<file path="src/rtl/tsu_pkg.sv">
// Shared definitions for the timestamp unit: record width, source tags and
// the read-sequencer state encoding.
package tsu_pkg;

    localparam int TSU_DATA_W = 128;

    localparam logic TSU_SRC_RX = 1'b0;
    localparam logic TSU_SRC_TX = 1'b1;

    typedef enum logic [1:0] {
        IDLE,
        RD,
        WAIT,
        HOLD
    } tsu_state_e;

    // Bit index of a one-hot two-way grant, which is also the source tag.
    function automatic logic grant_to_src(input logic [1:0] grant);
        return grant[1];
    endfunction

endpackage

</file>
<file path="src/rtl/tsu_rr_arb2.sv">
// Two-requester round-robin arbiter: a lone request wins outright, a tie goes
// to the requester that was not granted last. Purely combinational.
module tsu_rr_arb2
    import tsu_pkg::*;
(
    input  logic [1:0] req,
    input  logic       last,
    output logic [1:0] grant
);

    always_comb begin
        grant = req;
        if (req == 2'b11) begin
            grant = (last == TSU_SRC_TX) ? 2'b01 : 2'b10;
        end
    end

endmodule

</file>
<file path="src/rtl/tsu_ts_arbiter.sv">
// Shares one host timestamp read port between the RX and TX queues: one
// single-entry read at a time, record held until the host accepts it.
module tsu_ts_arbiter
    import tsu_pkg::*;
#(
    parameter int DATA_W = TSU_DATA_W,
    parameter int CNT_W  = 16
) (
    input  logic              clk,
    input  logic              rst,
    input  logic              rx_en,
    input  logic              tx_en,
    input  logic              rx_q_empty,
    output logic              rx_q_rd_en,
    input  logic [DATA_W-1:0] rx_q_rd_data,
    input  logic              tx_q_empty,
    output logic              tx_q_rd_en,
    input  logic [DATA_W-1:0] tx_q_rd_data,
    output logic              ts_valid,
    input  logic              ts_ready,
    output logic [DATA_W-1:0] ts_data,
    output logic              ts_src,
    output logic [CNT_W-1:0]  rx_cnt,
    output logic [CNT_W-1:0]  tx_cnt
);

    tsu_state_e state;
    logic       last;
    logic [1:0] req;
    logic [1:0] arb_grant;

    assign req = {tx_en && !tx_q_empty, rx_en && !rx_q_empty};

    tsu_rr_arb2 u_arb (
        .req   (req),
        .last  (last),
        .grant (arb_grant)
    );

    // ts_src doubles as the latched grant for the whole transaction; the
    // strobe is masked during reset so a reset landing in RD issues no read.
    assign rx_q_rd_en = !rst && (state == RD) && (ts_src == TSU_SRC_RX);
    assign tx_q_rd_en = !rst && (state == RD) && (ts_src == TSU_SRC_TX);

    always_ff @(posedge clk) begin
        if (rst) begin
            state    <= IDLE;
            last     <= TSU_SRC_TX;
            ts_valid <= 1'b0;
            ts_data  <= '0;
            ts_src   <= TSU_SRC_RX;
            rx_cnt   <= '0;
            tx_cnt   <= '0;
        end else begin
            case (state)
                IDLE: begin
                    if (|arb_grant) begin
                        ts_src <= grant_to_src(arb_grant);
                        state  <= RD;
                    end
                end
                RD: begin
                    state <= WAIT;
                end
                WAIT: begin
                    ts_data  <= (ts_src == TSU_SRC_TX) ? tx_q_rd_data : rx_q_rd_data;
                    ts_valid <= 1'b1;
                    last     <= ts_src;
                    state    <= HOLD;
                end
                HOLD: begin
                    if (ts_ready) begin
                        ts_valid <= 1'b0;
                        if (ts_src == TSU_SRC_TX) begin
                            tx_cnt <= tx_cnt + CNT_W'(1);
                        end else begin
                            rx_cnt <= rx_cnt + CNT_W'(1);
                        end
                        state <= IDLE;
                    end
                end
                default: begin
                    state <= IDLE;
                end
            endcase
        end
    end

endmodule

</file>
<file path="config.mk">
export PLATFORM = sky130hd
export DESIGN_NAME = tsu_ts_arbiter
export DESIGN_NICKNAME = d
export VERILOG_FILES = /design/src/rtl/tsu_pkg.sv /design/src/rtl/tsu_rr_arb2.sv /design/src/rtl/tsu_ts_arbiter.sv
export SDC_FILE = /design/constraint.sdc
export NUM_CORES = 1
export LEC_CHECK = 0
export CELL_PAD_IN_SITES_DETAIL_PLACEMENT = 0
export CELL_PAD_IN_SITES_GLOBAL_PLACEMENT = 1
export CORE_AREA = 2 2 167 169
export CTS_CLUSTER_DIAMETER = 200
export DETAILED_ROUTE_END_ITERATION = 6
export DIE_AREA = 0 0 169 171
export PLACE_DENSITY_LB_ADDON = 0.1
export SKIP_LAST_GASP = 1
export SYNTH_ARGS = -nofsm -noshare
export SYNTH_HDL_FRONTEND = slang
export SYNTH_HIERARCHICAL = 1
export SYNTH_SLANG_ARGS = --single-unit
</file>
<file path="constraint.sdc">
create_clock -name clk -period 5.4 [get_ports clk]
set_input_delay 0.54 -clock clk [delete_from_list [all_inputs] [get_ports clk]]
set_output_delay 0.54 -clock clk [all_outputs]
set_load 0.1 [all_outputs]
</file>
# Yosys cells after proc, flatten, opt, wreduce, memory -nomap -nowiden
# Cells that the tools add are included.
# word_totals
reg_bits	165
in_bits	263
output_inout_bits	164
elab_cells	40
# op_classes
n_addsub	2
n_eq_ne	6
mux	8
n_bitwise	1
reduce_logical	16
# ops
cell	count
$mux W128	1
$add A16 B1 Y16 const B	2
$mux W2	4
$pmux W2 S4	1
$eq A2 B2 Y1 const B	3
$reduce_and A2 Y1	3
$reduce_and A3 Y1	2
$logic_and A1 B1 Y1	5
$ne A2 B2 Y1 const B	2
$logic_not A1 Y1	3
$eq A2 B1 Y1 const B	1
$logic_not A2 Y1	1
$pmux W1 S2	1
$reduce_bool A2 Y1	1
$reduce_or A2 Y1	1
$mux W1	1
$not A1 Y1	1

# Depth between registers and ports, before layout
# Gate-level depths: netlist (run 1).
# depth
word_depth	7
depth_mapped	7

# Cells and area by module
# Netlist (run 1), hierarchy kept.
# by_module_without_submodules
mod	instances	cells_per_inst	area_each_um2	seq_area_each_um2
tsu_ts_arbiter	1	774	7278.2	3303.2
tsu_rr_arb2	1	3	18.8	0.0

# Worst setup path before layout (run 1)
# No wires, ideal clock.
# synth_path
kind	register to output
startpoint	reg ts_src
endpoint	out rx_q_rd_en
arrival_time_ns	3.435
t_required_ns	4.860
slack_ns	1.425
path_stages_with_launch	4
n_path_buf	2
cell_sequence	dfxtp_1 -> clkbuf_1 -> clkbuf_1 -> nor3b_1
# synth_via
elab_chain_cells	2
# synth_rtl
element	line_no	rtl
from (decl)	tsu_ts_arbiter.sv:22	output logic ts_src,
from (signal assigned)	tsu_ts_arbiter.sv:58	ts_src <= grant_to_src(arb_grant);
$not A1 Y1 (no source line)	n/a	
$logic_and A1 B1 Y1	tsu_ts_arbiter.sv:42	assign rx_q_rd_en = !rst && (state == RD) && (ts_src == TSU_SRC_RX);
to (decl)	tsu_ts_arbiter.sv:14	output logic rx_q_rd_en,
# No other way between the ends.

# Final worst setup path (run 1)
# layout_path
startpoint	in rst
endpoint	out tx_q_rd_en
# layout_via
elab_chain_cells	3
# layout_rtl
element	line_no	rtl
from (decl)	tsu_ts_arbiter.sv:10	input logic rst,
$logic_not A1 Y1	tsu_ts_arbiter.sv:43	assign tx_q_rd_en = !rst && (state == RD) && (ts_src == TSU_SRC_TX);
$logic_and A1 B1 Y1 (2 in series)	tsu_ts_arbiter.sv:43	
to (decl)	tsu_ts_arbiter.sv:17	output logic tx_q_rd_en,
# No other way between the ends.

==> results of run 1 <==
[report_power, final]
| part | total, W | internal [W] | switching [W] | leakage (nW) |
|---|---|---|---|---|
| combinational | 0.00472 | 0.00119 | 0.00353 | 2.46 |
| clock | 0.00119 | 0.000656 | 0.000536 | 0.265 |
| sequential | 0.00180 | 0.00159 | 0.000203 | 1.34 |
[routing by layer]
layer,vias to the layer above,GRT usage (%)
met5,-,0
met4,0,4.24
met3,12,6.20
met2,221,31.3
met1,3138,20.5
li1,3563,-
[registers in the layout, summed over array words and instances, names as in the netlist]
signal    cells
last          1
state         2
ts_src        1
rx_cnt       16
tx_cnt       16
ts_valid      1
ts_data     128
[layout by cell type, fill, tap and decap left out, types with 3 or more instances in the layout]
master	instances
nand4_1	8
clkdlybuf4s50_1	425
dfxtp_1	164
clkinvlp_4	4
ha_1	6
a21oi_1	13
nor3_1	5
or3_1	7
xnor2_1	9
clkbuf_16	17
nor4_1	3
inv_1	8
o21ai_0	9
xor2_1	9
a211oi_1	129
nor2_1	156
nand3_1	11
nor2b_1	4
inv_6	5
nand2_1	11
and3_1	3
mux2i_1	130
[stage by stage]
step	utilization, %	total power (W)
floorplan	-	0.00537
global route	45.2	0.00808
detailed placement	43.1	0.00657
global placement	43.1	0.00656
finish	45.2	0.00771
CTS	45.2	0.00780
[layout make-up]
cell class,count,area (um2)
Antenna cell,1,2.50
Inverter,8,30.0
Fill cell,2733,15000
Clock buffer,20,447
Tap cell,346,433
Multi-Input combinational cell,537,3700
Sequential cell,165,3310
Clock inverter,12,119
Timing Repair Buffer,429,4310
[Yosys cell counts, types with 2 or more instances]
library cell,count,share of area (%)
o21ai_0,9,0.62
and4_1,2,0.24
nand3_1,11,0.75
nor2b_1,4,0.34
or3_1,7,0.60
nor2_1,156,8.0
and3_1,3,0.26
dfxtp_1,165,45
nand2b_1,2,0.17
inv_1,8,0.41
a211oi_1,129,13
nor3b_1,2,0.21
a21oi_1,13,0.89
xnor2_1,9,1.1
mux2i_1,130,18
ha_1,7,1.2
nor4_1,3,0.26
buf_2,15,1.0
nand4_1,8,0.69
xor2_1,9,1.1
or4_1,2,0.21
nand2_1,11,0.57
nor3_1,5,0.34
clkbuf_1,50,2.6
[how the worst max path moves through the flow]
stage / to / slack, ns / depth (start not counted)
6_report: tx_q_rd_en / 2.41 / 3
3_3_place_gp: tx_q_rd_en / 2.35 / 3
2_1_floorplan: rx_q_rd_en / 1.42 / 3
4_1_cts: tx_q_rd_en / 2.36 / 3
3_5_place_dp: tx_q_rd_en / 2.35 / 3
5_1_grt: tx_q_rd_en / 2.31 / 3
[logic make-up (layout without fill, tap and decap cells)]
| family | after synthesis | after routing | share of synthesized area, % |
|---|---|---|---|
| simple gates | 223 | 223 | 13.7 |
| flops | 165 | 165 | 45.3 |
| compound gates | 158 | 158 | 15.5 |
| mux | 131 | 131 | 18.0 |
| buf+inv | 75 | 469 | 4.13 |
| xor+xnor | 18 | 18 | 2.16 |
| fa+ha+maj | 7 | 7 | 1.20 |
| other cells | 0 | 1 | 0 |
[worst max-delay path: stages]
cell             delay, ns
buf_4                 0.67
and3b_1               0.26
clkdlybuf4s50_1       0.96
==> summary.txt, run 1 <==
Synth
  – Syn nets: 1047
  – Post-synth EDFFs: 0
  – Synth Warn #: 6
  – Netlist cell types: 41
  – #FFs+latches synth: 165
  – Post-Synthesis Cells: 777
  – Synth Area per Inst: 9.39 um2
  – Seq/Total Area, Yosys: 45.3%
  – Synth Flop Type: dfxtp_1
  – Cell area after synthesis: 7300 um2
  – Post-synth ARST share: 0%

STA
  – Final Skew: 0.0145 ns
  – Min setup slack post-route: 2.41 ns
  – Setup repair after global routing missed its margin: no
  – Final Hold Slack: 0.481 ns
  – Final slew viol count: 0
  – Setup TNS: 0 ns
  – # setup viols final: 0
  – Final period utilization: 55.4%
  – Rel. slew slack: 24.7%
  – Worst slew pin tran: 1.13 ns
  – Final hold viol count: 0
  – Maximum clock frequency: 334 MHz
  – Final min period: 2.99 ns

Hold path
  – Worst min path class: reg -> reg
  – Worst Hold Depth: 2
  – HP Start: ts_data[79]
  – Hold Path End: ts_data[79]

Routing
  – # DRC: 0
  – Vias per inst: 4.57
  – Vias post-DR: 6934
  – Number of routed nets with antenna violations: 0
  – Met3 wire len: 1960 um
  – Initial drt markers: 282
  – Routed WL: 26500 um
  – Wire per inst: 17.4 um
  – Metal2 WL: 13500 um
  – Highest routed layer: met4
  – WL met1: 10700 um
  – DRT Pass-1 Iters: 4

Run status
  – Run status: completed

CTS
  – Post-CTS sizing: 0
  – Clock root buffer: clkbuf_16
  – Worst skew pair latency: 0.42 ns
  – H-tree depth: 4
  – TritonCTS clock tree: built
  – # clock sinks: 165
  – Hold buffer count at CTS: 0
  – Post-CTS Setup Bufs: 0
  – Worst-path clk slew: 0.06 ns
  – Max clock buf depth: 2
  – Total CTS buffers: 17

Setup path
  – Worst setup SP type: primary input
  – Crit path from: rst
  – R2R depth: 5
  – Critical Path Fanout Max: 82
  – Crit. End Element: primary output
  – Critical path arrival: 2.45 ns
  – RR Startpoint: state[0]
  – Capturing point of the worst reg2reg path: ts_data[8]
  – Setup CP Type: in -> out
  – Worst Path Required: 4.86 ns
  – Setup slack, reg-to-reg: 2.99 ns

Layout
  – Area Overhead vs Synth: 69.3%
  – Final instance area: 12400 um2
  – Share of cells above drive strength 1: 3.50%
  – Finished Layout Cells: 1518
  – Nets: 1428

Placed design
  – Placed Cells: 1485
  – Area post-placement: 11800 um2
  – PortBufs: 426
  – Detail Placement HPWL: 19500 um
  – Gpl congestion: 0.743
  – Place WS: 2.35 ns

Floorplanning
  – Row count: 61
  – CORE AREA: 27300 um2
  – Io pins: 427
  – Die footprint: 28900 um2
  – Die H: 171 um
  – Die X: 169 um
  – Starting density of the core: 26.7%

Power and ir drop
  – Worst ir drop on vdd: 0.292 mV
  – Leakage: 4.07 nW
  – PD cells: 624 nW/um2

Global route
  – Vias in the first global route: 6584
  – Grt ovf: 0
  – Global-route usage over all layers: 17.7%
  – Initial antenna violation count: 1
  – Pin count of the biggest net entering global routing: 174
  – Wire length of the first global-routing pass: 38900 um

Flow run
  – Maxcap violations: 0
No activity file was read; power rests on OpenSTA's default activity.
==> run 2: changes to the inputs <==
--- a/config.mk
+++ b/config.mk
@@ -7,10 +7,9 @@
 export LEC_CHECK = 0
 export CELL_PAD_IN_SITES_DETAIL_PLACEMENT = 0
 export CELL_PAD_IN_SITES_GLOBAL_PLACEMENT = 1
-export CORE_AREA = 2 2 167 169
+export CORE_UTILIZATION = 27
 export CTS_CLUSTER_DIAMETER = 200
 export DETAILED_ROUTE_END_ITERATION = 6
-export DIE_AREA = 0 0 169 171
 export PLACE_DENSITY_LB_ADDON = 0.1
 export SKIP_LAST_GASP = 1
 export SYNTH_ARGS = -nofsm -noshare
==> constraint.sdc (replaced) <==
create_clock -name clk -period 3.11 [get_ports clk]
set_input_delay 0.311 -clock clk [delete_from_list [all_inputs] [get_ports clk]]
set_output_delay 0.311 -clock clk [all_outputs]
set_load 0.1 [all_outputs]
==> summary.txt, run 2 (synthesized netlist as in run 1, its figures left out) <==
Power and ir drop
  – Final Power: 0.0134 W
  – Worst ir drop on vdd: 0.571 mV
  – Leakage: 4.25 nW
  – PD cells: 1100 nW/um2

Setup path
  – Crit path cell chain: clkdlybuf4s50_1
  – CP max stage delay: 1.17 ns
  – Crit. End Element: primary output
  – Worst setup SP type: register
  – R2R depth: 5
  – Crit-path leading delay family: buffers and inverters
  – Setup slack, reg-to-reg: 0.98 ns
  – Setup CP Type: reg -> out
  – CP Depth: 1
  – Critical Path Fanout Max: 7
  – CP bufs+invs: 1
  – Critical path arrival: 2.02 ns
  – Slowest CP cell: clkdlybuf4s50_1
  – Worst Path Required: 2.80 ns

CTS
  – TritonCTS clock tree: built
  – Max clock buf depth: 2
  – H-tree depth: 4
  – Hold buffer count at CTS: 0
  – Total CTS buffers: 17
  – Post-CTS Setup Bufs: 0
  – Clock root buffer: clkbuf_16
  – Post-CTS sizing: 0
  – Worst skew pair latency: 0.42 ns
  – Worst-path clk slew: 0.07 ns
  – # clock sinks: 165

Floorplanning
  – Starting density of the core: 27.8%
  – Die footprint: 27700 um2
  – Row count: 59
  – CORE AREA: 26300 um2
  – Die H: 166 um
  – Die X: 166 um
  – Io pins: 427

STA
  – Final hold viol count: 0
  – Setup repair after global routing missed its margin: no
  – # setup viols final: 0
  – Rel. slew slack: 31.3%
  – Maximum clock frequency: 429 MHz
  – Final Skew: 0.0173 ns
  – Worst slew pin tran: 1.03 ns
  – Setup TNS: 0 ns
  – Final slew viol count: 0
  – Final min period: 2.33 ns
  – Final period utilization: 74.9%

Routing
  – # DRC: 17
  – WL met1: 10700 um
  – DRT Pass-1 Iters: 7
  – Metal2 WL: 13200 um
  – Initial drt markers: 310
  – Number of routed nets with antenna violations: 0
  – Met3 wire len: 2070 um
  – Wire per inst: 17.4 um
  – Vias post-DR: 6931
  – Routed WL: 26300 um
  – Vias per inst: 4.59
  – Highest routed layer: met4

Placed design
  – PortBufs: 426
  – Detail Placement HPWL: 19300 um
  – Gpl congestion: 0.758
  – Area post-placement: 11700 um2
  – Placed Cells: 1477

Run status
  – Failing checks: design-rule violations
  – Run status: complete, but fails checks

Global route
  – Global-route usage over all layers: 18.5%
  – Vias in the first global route: 6672
  – Grt ovf: 0
  – Wire length of the first global-routing pass: 39500 um
  – Initial antenna violation count: 1
  – Pin count of the biggest net entering global routing: 122

Layout
  – Fin util: 46.6%
  – Most frequent cells in the layout: 353 x clkdlybuf4s50_1, 164 x dfxtp_1, 156 x nor2_1
  – Finished Layout Cells: 1509
  – Largest register FFs: 128
  – Share of cells above drive strength 1: 10.1%
  – Nets: 1431
  – Filler cells: 2600
  – Top Registers: ts_data: 128 flops, rx_cnt: 16 flops, tx_cnt: 16 flops
  – Most common cell after layout, fill and taps aside: clkdlybuf4s50_1
  – Final instance area: 12200 um2
  – Area Overhead vs Synth: 67.8%
  – Seq. cell area: 3310 um2
  – Top reg by flops: ts_data
  – Area of the multi-input gates: 3710 um2

Hold path
  – Worst min path class: in -> reg
  – Worst Hold Depth: 2

Flow run
  – Maxcap violations: 0
## run 2: changes by cell type in the layout (fill, tap and decap cells not counted), sizes merged
| cell | change |
|---|---|
| bufinv | +1 |
| clkinv | +2 |
| inv | -2 |
| clkbuf | -2 |
| clkdlybuf4s50 | -72 |
| buf | +75 |
## run 2: power breakdown
part / internal (W) / switching [W]
clock: 0.00121 / 0.000939
combinational: 0.00202 / 0.00611
sequential: 0.00277 / 0.000362
## run 2: area by class of cell
type	instances	share of cell area, %
inverters	8	0.245
repair buffers	432	34.2
well taps	335	3.42
clock inverters	13	1.21
clock buffers	18	3.59
diodes	1	0.0204
flip-flops and latches	165	27.0
multi-input cells	537	30.3
## run 2: final timing paths
check / from / endpoint
worst max register to register: state[1] / rx_cnt[14]
worst max-delay path: rx_cnt[3] / rx_cnt[3]
worst min register to register: ts_data[101] / ts_data[101]
worst min-delay path: rst / tx_cnt[10]
## run 2: layer usage
layer / vias up / GRT usage [%]
met3: 15 / 6.39
met1: 3123 / 21.3
met5: - / 0
met2: 217 / 32.9
li1: 3576 / -
met4: 0 / 3.78
## run 2: metrics by stage
step | setup slack (ns) | hold WS [ns]
after floorplan | 0.321 | 0.511
after global placement | 0.882 | 0.471
after detailed placement | 0.833 | 0.476
after CTS | 0.757 | 0.325
after global routing | 0.703 | 0.337
final | 0.779 | 0.328
